**config.mk**
```make
export PLATFORM = sky130hd
export DESIGN_NAME = fetch_unit
export DESIGN_NICKNAME = d
export VERILOG_FILES = /design/src/rtl/fetch_unit_pkg.sv /design/src/rtl/fetch_next_pc.sv /design/src/rtl/fetch_unit.sv
export SDC_FILE = /design/constraint.sdc
export NUM_CORES = 1
export LEC_CHECK = 0
export BUFFER_PORTS_ARGS = -buffer_cell sky130_fd_sc_hd__buf_2
export CAP_MARGIN = 10
export CORE_ASPECT_RATIO = 0.6
export CORE_MARGIN = 8
export CORE_UTILIZATION = 30
export DETAILED_ROUTE_END_ITERATION = 10
export GPL_TIMING_DRIVEN = 0
export MAX_ROUTING_LAYER = met4
export PLACE_DENSITY_LB_ADDON = 0.12
export SLEW_MARGIN = 10
export SYNTH_ARGS = -nofsm -noshare
export SYNTH_HDL_FRONTEND = slang
export SYNTH_HIERARCHICAL = 1
export SYNTH_SLANG_ARGS = --single-unit
```
**constraint.sdc**
```tcl
create_clock -name clk -period 4 [get_ports clk]
set_input_delay 0.4 -clock clk [delete_from_list [all_inputs] [get_ports clk]]
set_output_delay 0.4 -clock clk [all_outputs]
set_load 0.02 [all_outputs]
```
**src/rtl/fetch_unit_pkg.sv**
```systemverilog
// Shared definitions for the instruction fetch unit: next-PC select encodings,
// FSM state type and the default reset vector.
package fetch_unit_pkg;

    localparam logic [1:0] PC_SEQ  = 2'b00;
    localparam logic [1:0] PC_BR   = 2'b01;
    localparam logic [1:0] PC_JALR = 2'b10;

    localparam logic [31:0] DEFAULT_RESET_PC = 32'h0000_0000;

    typedef enum logic [1:0] {
        ST_FETCH = 2'b00,
        ST_EXEC  = 2'b01,
        ST_ERR   = 2'b10
    } fetch_state_t;

endpackage

```
**src/rtl/fetch_next_pc.sv**
```systemverilog
// Combinational next-PC selection: sequential, PC-relative branch/JAL, or
// JALR target with bit 0 cleared. All arithmetic wraps modulo 2^32.
module fetch_next_pc
    import fetch_unit_pkg::*;
(
    input  logic [31:0] pc,
    input  logic [1:0]  pc_in,
    input  logic [31:0] imm_ext,
    input  logic [31:0] alu_result,
    output logic [31:0] next_pc,
    output logic [31:0] pc_plus4
);

    logic [31:0] w_seq;

    assign w_seq    = pc + 32'd4;
    assign pc_plus4 = w_seq;

    always_comb begin
        unique case (pc_in)
            PC_BR:   next_pc = pc + imm_ext;
            PC_JALR: next_pc = {alu_result[31:1], 1'b0};
            default: next_pc = w_seq;
        endcase
    end

endmodule

```
**src/rtl/fetch_unit.sv**
```systemverilog
// Single-outstanding instruction fetch unit: requests a word at pc, holds it
// for the datapath until retire, then advances pc. A stuck memory parks it in ERR.
module fetch_unit
    import fetch_unit_pkg::*;
#(
    parameter logic [31:0] RESET_PC     = DEFAULT_RESET_PC,
    parameter int          IMEM_TIMEOUT = 16
) (
    input  logic        clk,
    input  logic        rst,
    input  logic [1:0]  pc_in,
    input  logic [31:0] imm_ext,
    input  logic [31:0] alu_result,
    input  logic        retire,
    output logic        imem_req,
    output logic [31:0] imem_addr,
    input  logic        imem_ack,
    input  logic [31:0] imem_rdata,
    output logic [31:0] instr,
    output logic        instr_valid,
    output logic [6:0]  op,
    output logic [2:0]  f3,
    output logic [31:0] pc,
    output logic [31:0] pc_plus4,
    output logic        fetch_err
);

    localparam int CW = $clog2(IMEM_TIMEOUT + 1);
    localparam logic [CW-1:0] WAIT_LAST = CW'(IMEM_TIMEOUT - 1);

    fetch_state_t r_state, w_next_state;
    logic [31:0]  r_pc, r_instr, w_next_pc;
    logic [CW-1:0] r_wait, w_wait_next;
    logic         w_latch, w_advance;

    fetch_next_pc u_next_pc (
        .pc         (r_pc),
        .pc_in      (pc_in),
        .imm_ext    (imm_ext),
        .alu_result (alu_result),
        .next_pc    (w_next_pc),
        .pc_plus4   (pc_plus4)
    );

    always_comb begin
        // NOTE: every output of this block gets a default first, so no path can infer a latch.
        w_next_state = r_state;
        w_wait_next  = r_wait;
        w_latch      = 1'b0;
        w_advance    = 1'b0;
        unique case (r_state)
            ST_FETCH: begin
                if (imem_ack) begin
                    w_latch      = 1'b1;
                    w_wait_next  = '0;
                    w_next_state = ST_EXEC;
                end else if (r_wait == WAIT_LAST) begin
                    w_next_state = ST_ERR;
                end else begin
                    w_wait_next = r_wait + CW'(1);
                end
            end
            ST_EXEC: begin
                if (retire) begin
                    w_advance    = 1'b1;
                    w_next_state = ST_FETCH;
                end
            end
            default: w_next_state = r_state;
        endcase
    end

    // NOTE: state uses non-blocking assignments and an async reset, so a reset
    // mid-instruction clears everything without waiting for an edge.
    always_ff @(posedge clk or posedge rst) begin
        if (rst) begin
            r_state <= ST_FETCH;
            r_pc    <= RESET_PC;
            r_instr <= '0;
            r_wait  <= '0;
        end else begin
            r_state <= w_next_state;
            r_wait  <= w_wait_next;
            if (w_latch)   r_instr <= imem_rdata;
            if (w_advance) r_pc    <= w_next_pc;
        end
    end

    // Gated by rst so no request is issued while the unit is held in reset.
    assign imem_req    = (r_state == ST_FETCH) && !rst;
    assign imem_addr   = r_pc;
    assign pc          = r_pc;
    assign instr       = r_instr;
    assign instr_valid = (r_state == ST_EXEC);
    assign fetch_err   = (r_state == ST_ERR);
    assign op          = r_instr[6:0];
    assign f3          = r_instr[14:12];

endmodule

```
==> results.txt, run 1 <==
crit path max-delay cell type: nor4_1
Worst Setup Slack, final: 489.7 ps
critical path class: flop to flop
die area: 0.02602 mm²
Post-synth ARST share: 1.000
GPL Wtd Cong: 0.8703
unrepaired setup endpoints after global routing: false
Die Width: 203.0 µm
combinational power share: 0.645
P_int: 3.085 mW
clk buf depth: 2
GRT Total Usage: 0.1917
Layout Cells excl Fill: 1,213
initial core utilization: 0.3029
initial antenna violation count: 0
Ports: 243
clk_lat worst skew: 350 ps
register share of total power: 0.216
Final Util: 0.3941
DP Cell Count: 1,196
Worst path max stage delay: 770 ps
wirelength, routed: 24,830 µm
H-tree lvl count: 3
Fin. Hold Viols: 0
leakage power: 4.058 nW
total number of clock tree sinks: 71
Final Slew Violations: 0
Area Growth Syn to Fin: 30.10%
Syn. warnings: 6
Avg Synthesized Cell Area: 9.324 µm²
CP startpoint kind: flop
core area: 0.02078 mm²
die height: 128.2 µm
Hold Path Class: input port to asynchronous set/reset pin
Max Cap Viol: 0
relative slew slack: 0.3948
TritonCTS buffer count: 9
CTS Hold Bufs: 0
Overall Power: 6.189 mW
Critical Path AT: 3750 ps
multi-input logic area: 0.003974 mm²
Net Count, Synth: 814
period utilization: 0.8776
worst path cell trace: ha_1, a211oi_1, o211ai_1, a31oi_2, a21oi_1, nor4_1, mux2i_1, nand4_1, mux2_2
ys flop type: dfrtp_1
CP max FO: 10
DR WL/cell: 20.47 µm
Layout Nets: 1,067
num rows: 41
fmax: 284.9 MHz
setup_tns: 0 ps
outcome: finished clean
Synth Register Bits: 71
fraction of layout cells with a size suffix above 1: 0.4287
sequential-to-total area share from yosys stat: 0.2823
Antenna Violating Nets Remaining: 0
IO buf count: 241
Post-Syn Instances: 675
sequential cell area: 0.001777 mm²
number of enable flip-flop cells after synthesis: 0
dpl hpwl: 20,020 µm
Yosys cell types: 77
Cell Area, Placed: 0.007879 mm²
Worst setup EP type: flop
P_sw: 3.104 mW
DR iter-0 viols: 421
Tmin final: 3510 ps
Clock power frac: 0.139
GR Overflow Total: 0
Clock Pin Slew Worst Setup and Hold Paths: 70 ps
pre-CTS setup slack: 539.2 ps
CP required: 4240 ps
first-pass GRT wire length: 37,180 µm
Setup violations, final: 0
WHS: 58.86 ps
Resized cells post-CTS: 0
first-pass detailed-route iteration total: 5
pin count of the biggest net entering global routing: 46
CTS tree: yes
vias per inst: 5.033
Top delay family on crit path: compound AO/OA/AOI/OAI gates
vias in the first global route: 6,024
Post-Syn Area: 0.006294 mm²
Via Count: 6,105
pwr dens: 755.9 mW/mm²
fillcell total: 2,154
clk_skew: 6.033 ps
worst-margin pin slew: 899.5 ps
fin area: 0.008188 mm²
peak supply drop: 0.3623 mV
switching share of total power: 0.5015
DRC: 0
Bufs and invs on worst path: 0
post-CTS setup buffers: 0
Root Driver: clkbuf_16
==> path summary, 6_finish.rpt <==
| kind | from | to | slack (ps) | depth (start not counted) |
|---|---|---|---|---|
| max | imem_addr[2]$_DFFE_PP0P_ | imem_addr[27]$_DFFE_PP0P_ | 490 | 9 |
| min | rst | r_wait[3]$_DFFE_PP0P_ | 60 | 2 |
| max reg2reg | imem_addr[2]$_DFFE_PP0P_ | imem_addr[27]$_DFFE_PP0P_ | 490 | 9 |
| min reg2reg | instr[23]$_DFFE_PP0P_ | instr[23]$_DFFE_PP0P_ | 510 | 1 |
| max in group asynchronous | rst | imem_addr[1]$_DFFE_PP0P_ | 3360 | 3 |
| min in group clk | imem_rdata[29] | instr[29]$_DFFE_PP0P_ | 270 | 2 |
==> final cells by class <==
| cell class | instances | area share |
|---|---|---|
| diodes | 1 | 0.0003056 |
| plain buffers | 71 | 0.06128 |
| clock buffers | 10 | 0.02919 |
| clock inverters | 6 | 0.008252 |
| inverters | 11 | 0.005348 |
| multi-input cells | 522 | 0.4853 |
| flip-flops and latches | 71 | 0.2170 |
| well taps | 279 | 0.04263 |
| repair buffers | 242 | 0.1507 |
==> power groups by stage <==
stage               logic, mW  registers, mW  clock network (mW)
finish                   3.99           1.34               0.860
detailed placement       3.96           1.35                   0
global route             4.33           1.41               0.924
CTS                      3.98           1.34               0.894
floorplan                2.55           1.53                   0
global placement         3.97           1.35                   0
==> per-layer routing <==
metal	track usage	vias up	wire length [µm]
met5	-	-	0
met4	0.04036	0	233
met3	0.04543	16	1840
met2	0.2425	219	9460
met1	0.2941	2907	13300
li1	-	2963	-
==> registers in the layout, summed over array words and instances, names as in the netlist <==
register / count
imem_addr: 32
instr: 32
r_wait: 5
r_state: 2
==> cells by family (layout without fill, tap and decap cells) <==
logic type	after synthesis	in the layout	synth area share
DFF	71	71	0.2823
muxes	68	68	0.1384
AOI/OAI and AO/OA	173	173	0.1857
and+or+nand+nor	194	194	0.1630
buffers and inverters	82	340	0.08628
adders and majority gates	37	37	0.07475
xor gates and xnor gates	50	50	0.06958
other	0	1	0
==> placed cells by master (no fill, tap or decap), types with 3 or more instances in the layout <==
cell type and count:
buf_8 3, mux2_4 29, or4_1 3, o22ai_1 3, and3_1 13, nor4_1 4, nand4_1 14, nand2_1 52
nand3_1 21, o21ai_0 42, nor2b_1 8, mux2i_1 3, buf_4 45, a22oi_1 13, clkbuf_1 13, a21o_1 11
a21oi_1 36, and2_1 6, a31oi_1 6, dfrtp_1 71, o21bai_1 4, ha_1 36, nor2_1 39, o21a_1 8
mux2_2 36, nor3_1 10, clkbuf_16 9, o211ai_1 7, a221oi_1 10, xnor2_1 33, a211oi_1 5, xor2_1 17
buf_2 247, inv_1 10, nand2b_1 7
==> Yosys cell counts, drive strengths merged (8+ instances only) <==
master | number | share of area
a221oi | 11 | 0.016
o21a | 8 | 0.0095
nand4 | 15 | 0.017
nor2b | 8 | 0.0080
nand3 | 22 | 0.019
a21oi | 36 | 0.029
a21o | 11 | 0.013
buf | 55 | 0.067
nor2 | 42 | 0.027
a22oi | 13 | 0.016
a31oi | 9 | 0.013
o211ai | 8 | 0.010
clkbuf | 15 | 0.011
ha | 36 | 0.072
mux2 | 65 | 0.13
xnor2 | 33 | 0.046
nand2 | 52 | 0.031
nor3 | 10 | 0.0080
and3 | 14 | 0.015
dfrtp | 71 | 0.28
o21ai | 44 | 0.035
inv | 11 | 0.0066
xor2 | 17 | 0.024
Note: power is estimated with default switching activity, not from simulation.
==> run 2: changes to the inputs <==
--- a/config.mk
+++ b/config.mk
@@ -17,5 +17,4 @@
 export SLEW_MARGIN = 10
 export SYNTH_ARGS = -nofsm -noshare
 export SYNTH_HDL_FRONTEND = slang
-export SYNTH_HIERARCHICAL = 1
 export SYNTH_SLANG_ARGS = --single-unit
==> run 2 against run 1 <==
Clock skew increased by 3.6 ps. Combinational power decreased by 7.3%. Clock power increased by 7.8%. Routed wire length increased by 3.2%. Worst hold slack got worse by 10 ps. Final cell count increased by 0.82%. Critical endpoint is now pc_plus4[28].
==> results.txt, run 2 <==
total number of clock tree sinks: 71 (unchanged)
initial antenna violation count: 2 (+2)
CP startpoint kind: flop
area leader, netlist: dfrtp_1
setup_tns: 0 ps (unchanged)
largest family of logic cells by synthesized area: compound AO/OA/AOI/OAI gates
fillcell total: 2,071 (-3.9%)
Net Count, Synth: 829 (+1.8%)
DR iter-0 viols: 392 (-6.9%)
CTS Hold Bufs: 0 (unchanged)
GR Overflow Total: 0 (unchanged)
Max Cap Viol: 0 (unchanged)
Post-Syn Instances: 690 (+2.2%)
Root Driver: clkbuf_16
Resized cells post-CTS: 0 (unchanged)
worst-margin pin slew: 935.6 ps (+36.17 ps)
Avg Synthesized Cell Area: 8.816 µm² (-5.4%)
Synth Area in Compound Gates: 0.2260 (+0.04035)
Tmin final: 3630 ps (+119.7 ps)
most frequent cell after synthesis: dfrtp_1
Setup crit start: imem_addr[2]$_DFFE_PP0P_
Area Growth Syn to Fin: 31.41%
Worst Setup Slack, final: 370.1 ps (-119.7 ps)
Via Count: 6,355 (+4.1%)
Fin. Hold Viols: 0 (unchanged)
Clock Pin Slew Worst Setup and Hold Paths: 70 ps (about the same)
vias in the first global route: 6,095 (+1.2%)
initial core utilization: 0.3046 (+0.001716)
synth cell count leaders: 71 x dfrtp_1, 69 x a21oi_1, 44 x buf_4, 44 x nand2_1, 39 x nor2_1
Synth top area share: 0.2921 (+0.009755)
GPL Wtd Cong: 0.9258 (+6.4%)
commonest non-fill, non-tap cells in the layout: 244 x buf_2, 71 x dfrtp_1, 69 x a21oi_1, 44 x nand2_1, 44 x buf_4
clk_skew: 9.628 ps (+3.595 ps)
die area: 0.02524 mm² (-3.0%)
unrepaired setup endpoints after global routing: false
ys flop type: dfrtp_1
Setup violations, final: 0 (unchanged)
commonest non-fill, non-tap cell in the layout: buf_2
Critical Path AT: 3230 ps (-520 ps)
core area: 0.01997 mm² (-3.9%)
grt met1 use: 0.3013 (+0.007199)
first-pass GRT wire length: 37,790 µm (+1.7%)
CTS tree: yes
leakage power: 3.733 nW (-8.0%)
pin count of the biggest net entering global routing: 45 (-2.2%)
Worst setup EP type: output pin
GRT Max-Usage Layer: met1
Final Slew Violations: 0 (unchanged)
first-pass detailed-route iteration total: 6 (+1)
relative slew slack: 0.3762 (-0.01859)
pre-CTS setup slack: 750.5 ps (+211.2 ps)
clk_lat worst skew: 360 ps (about the same)
fraction of layout cells with a size suffix above 1: 0.3903 (-0.03843)
Yosys cell types: 73 (-5.2%)
post-synthesis xor/xnor area fraction: 0.08350 (+0.01392)
TritonCTS buffer count: 9 (unchanged)
num rows: 40 (-2.4%)
CP max FO: 9 (-1)
Antenna Violating Nets Remaining: 0 (unchanged)
mux cell area share after synthesis: 0.06602 (-0.07235)
DR WL/cell: 20.96 µm (+2.4%)
Post-Syn Area: 0.006083 mm² (-3.3%)
H-tree lvl count: 3 (unchanged)
Layout Nets: 1,082 (+1.4%)
dpl hpwl: 20,290 µm (+1.4%)
synth top area cells: dfrtp_1 29%, ha_1 7.4%, mux2_2 5.9%
peak supply drop: 0.3353 mV (-7.5%)
CP required: 3600 ps (-640 ps)
met3 Use GR: 0.04463 (-0.0008052)
wirelength, routed: 25,640 µm (+3.2%)
fmax: 275.5 MHz (-3.3%)
post-CTS setup buffers: 0 (unchanged)
met2 Usage GRT: 0.2748 (+0.03230)
Syn. warnings: 0 (-6)
simple-gate portion of the synthesized area: 0.1586 (-0.004445)
critical path class: flop to output pin
die height: 126.3 µm (-1.5%)
outcome: finished clean
reg-to-reg endpoint: imem_addr[31]$_DFFE_PP0P_
pwr dens: 747.3 mW/mm² (-1.1%)
GRT Total Usage: 0.2032 (+0.01151)
Synth Register Bits: 71 (unchanged)
Post-Synth Adder-Cell Area: 0.07733 (+0.002583)
r2r startpoint: imem_addr[10]$_DFFE_PP0P_
Post-synth ARST share: 1.000 (unchanged)
Reg2Reg Depth: 9 (unchanged)
vias per inst: 5.196 (+3.2%)
Ports: 243 (unchanged)
r2r setup slk: 980 ps (+490 ps)
IO buf count: 241 (unchanged)
Die Width: 199.8 µm (-1.6%)
Layout Cells excl Fill: 1,223 (+0.82%)
period utilization: 0.9075 (+0.02992)
Hold Path Class: input port to asynchronous set/reset pin
DP Cell Count: 1,205 (+0.75%)
clk buf depth: 2 (unchanged)
sequential-to-total area share from yosys stat: 0.2921 (+0.009755)
DRC: 0 (unchanged)
number of enable flip-flop cells after synthesis: 0 (unchanged)
run 2: cell types whose count changed after synthesis, sizes merged, moves of 4 or more:
cell,delta
a22oi,-11
and3,-6
nor2b,-4
o22ai,+8
clkbuf,+10
mux2,-32
a21oi,+35
nor4,-4
buf,-4
xnor2,+5
nand2,-7
inv,+11
run 2: final cells by class:
class	count	area (µm²)	share of cell area
multi-input cells	521	3720	0.4653
diodes	2	5.005	0.0006261
plain buffers	76	504.2	0.06308
clock buffers	9	225.2	0.02817
repair buffers	242	1234	0.1543
clock inverters	7	102.6	0.01283
well taps	273	341.6	0.04273
flip-flops and latches	71	1777	0.2223
inverters	22	85.08	0.01064
run 2: how the worst max path moves through the flow:
stage / to / slack [ps] / cells after the start
after floorplan: imem_addr[26]$_DFFE_PP0P_ / 1480 / 11
after global placement: imem_addr[18]$_DFFE_PP0P_ / 430 / 2
after detailed placement: pc_plus4[28] / 750 / 7
after CTS: pc_plus4[28] / 340 / 7
after global routing: pc_plus4[28] / 250 / 7
final: pc_plus4[28] / 370 / 7
run 2: cell families after synthesis:
kind of cell	after synthesis
AO/OA/AOI/OAI	211
AND/OR/NAND/NOR	179
buffers and inverters	98
flip-flops	71
XOR/XNOR	58
adder cells (fa/ha/maj)	37
multiplexers	36
run 2: critical path: stages (launching register included):
cell and delay, ps:
dfrtp_1 560, ha_1 250, nand3_1 260, nor2_1 710, and2_2 380, nand4_1 190, xnor2_1 290, buf_2 220
run 2: routing by layer:
metal  up-vias  wire length, µm
met5         -                0
met1      3042            12830
li1       2996                -
met2       297            10200
met3        20             2366
met4         0              234
run 2: stage by stage:
stage	area, µm²	power (mW)	util	hold WS [ps]
5_1_grt	7994	6.367	0.4003	80.93
6_report	7994	5.974	0.4003	48.59
4_1_cts	7989	5.991	0.4001	46.54
2_1_floorplan	6083	3.853	-	472.9
3_3_place_gp	7631	5.040	0.3821	483.0
3_5_place_dp	7661	5.036	0.3836	430.2
run 2: report_power, final:
| group | switching (mW) | leakage, nW | total [mW] | internal, mW |
|---|---|---|---|---|
| Sequential | 0.399 | 0.841 | 1.35 | 0.946 |
| Combinational | 2.21 | 2.74 | 3.70 | 1.49 |
| Clock | 0.372 | 0.157 | 0.927 | 0.554 |
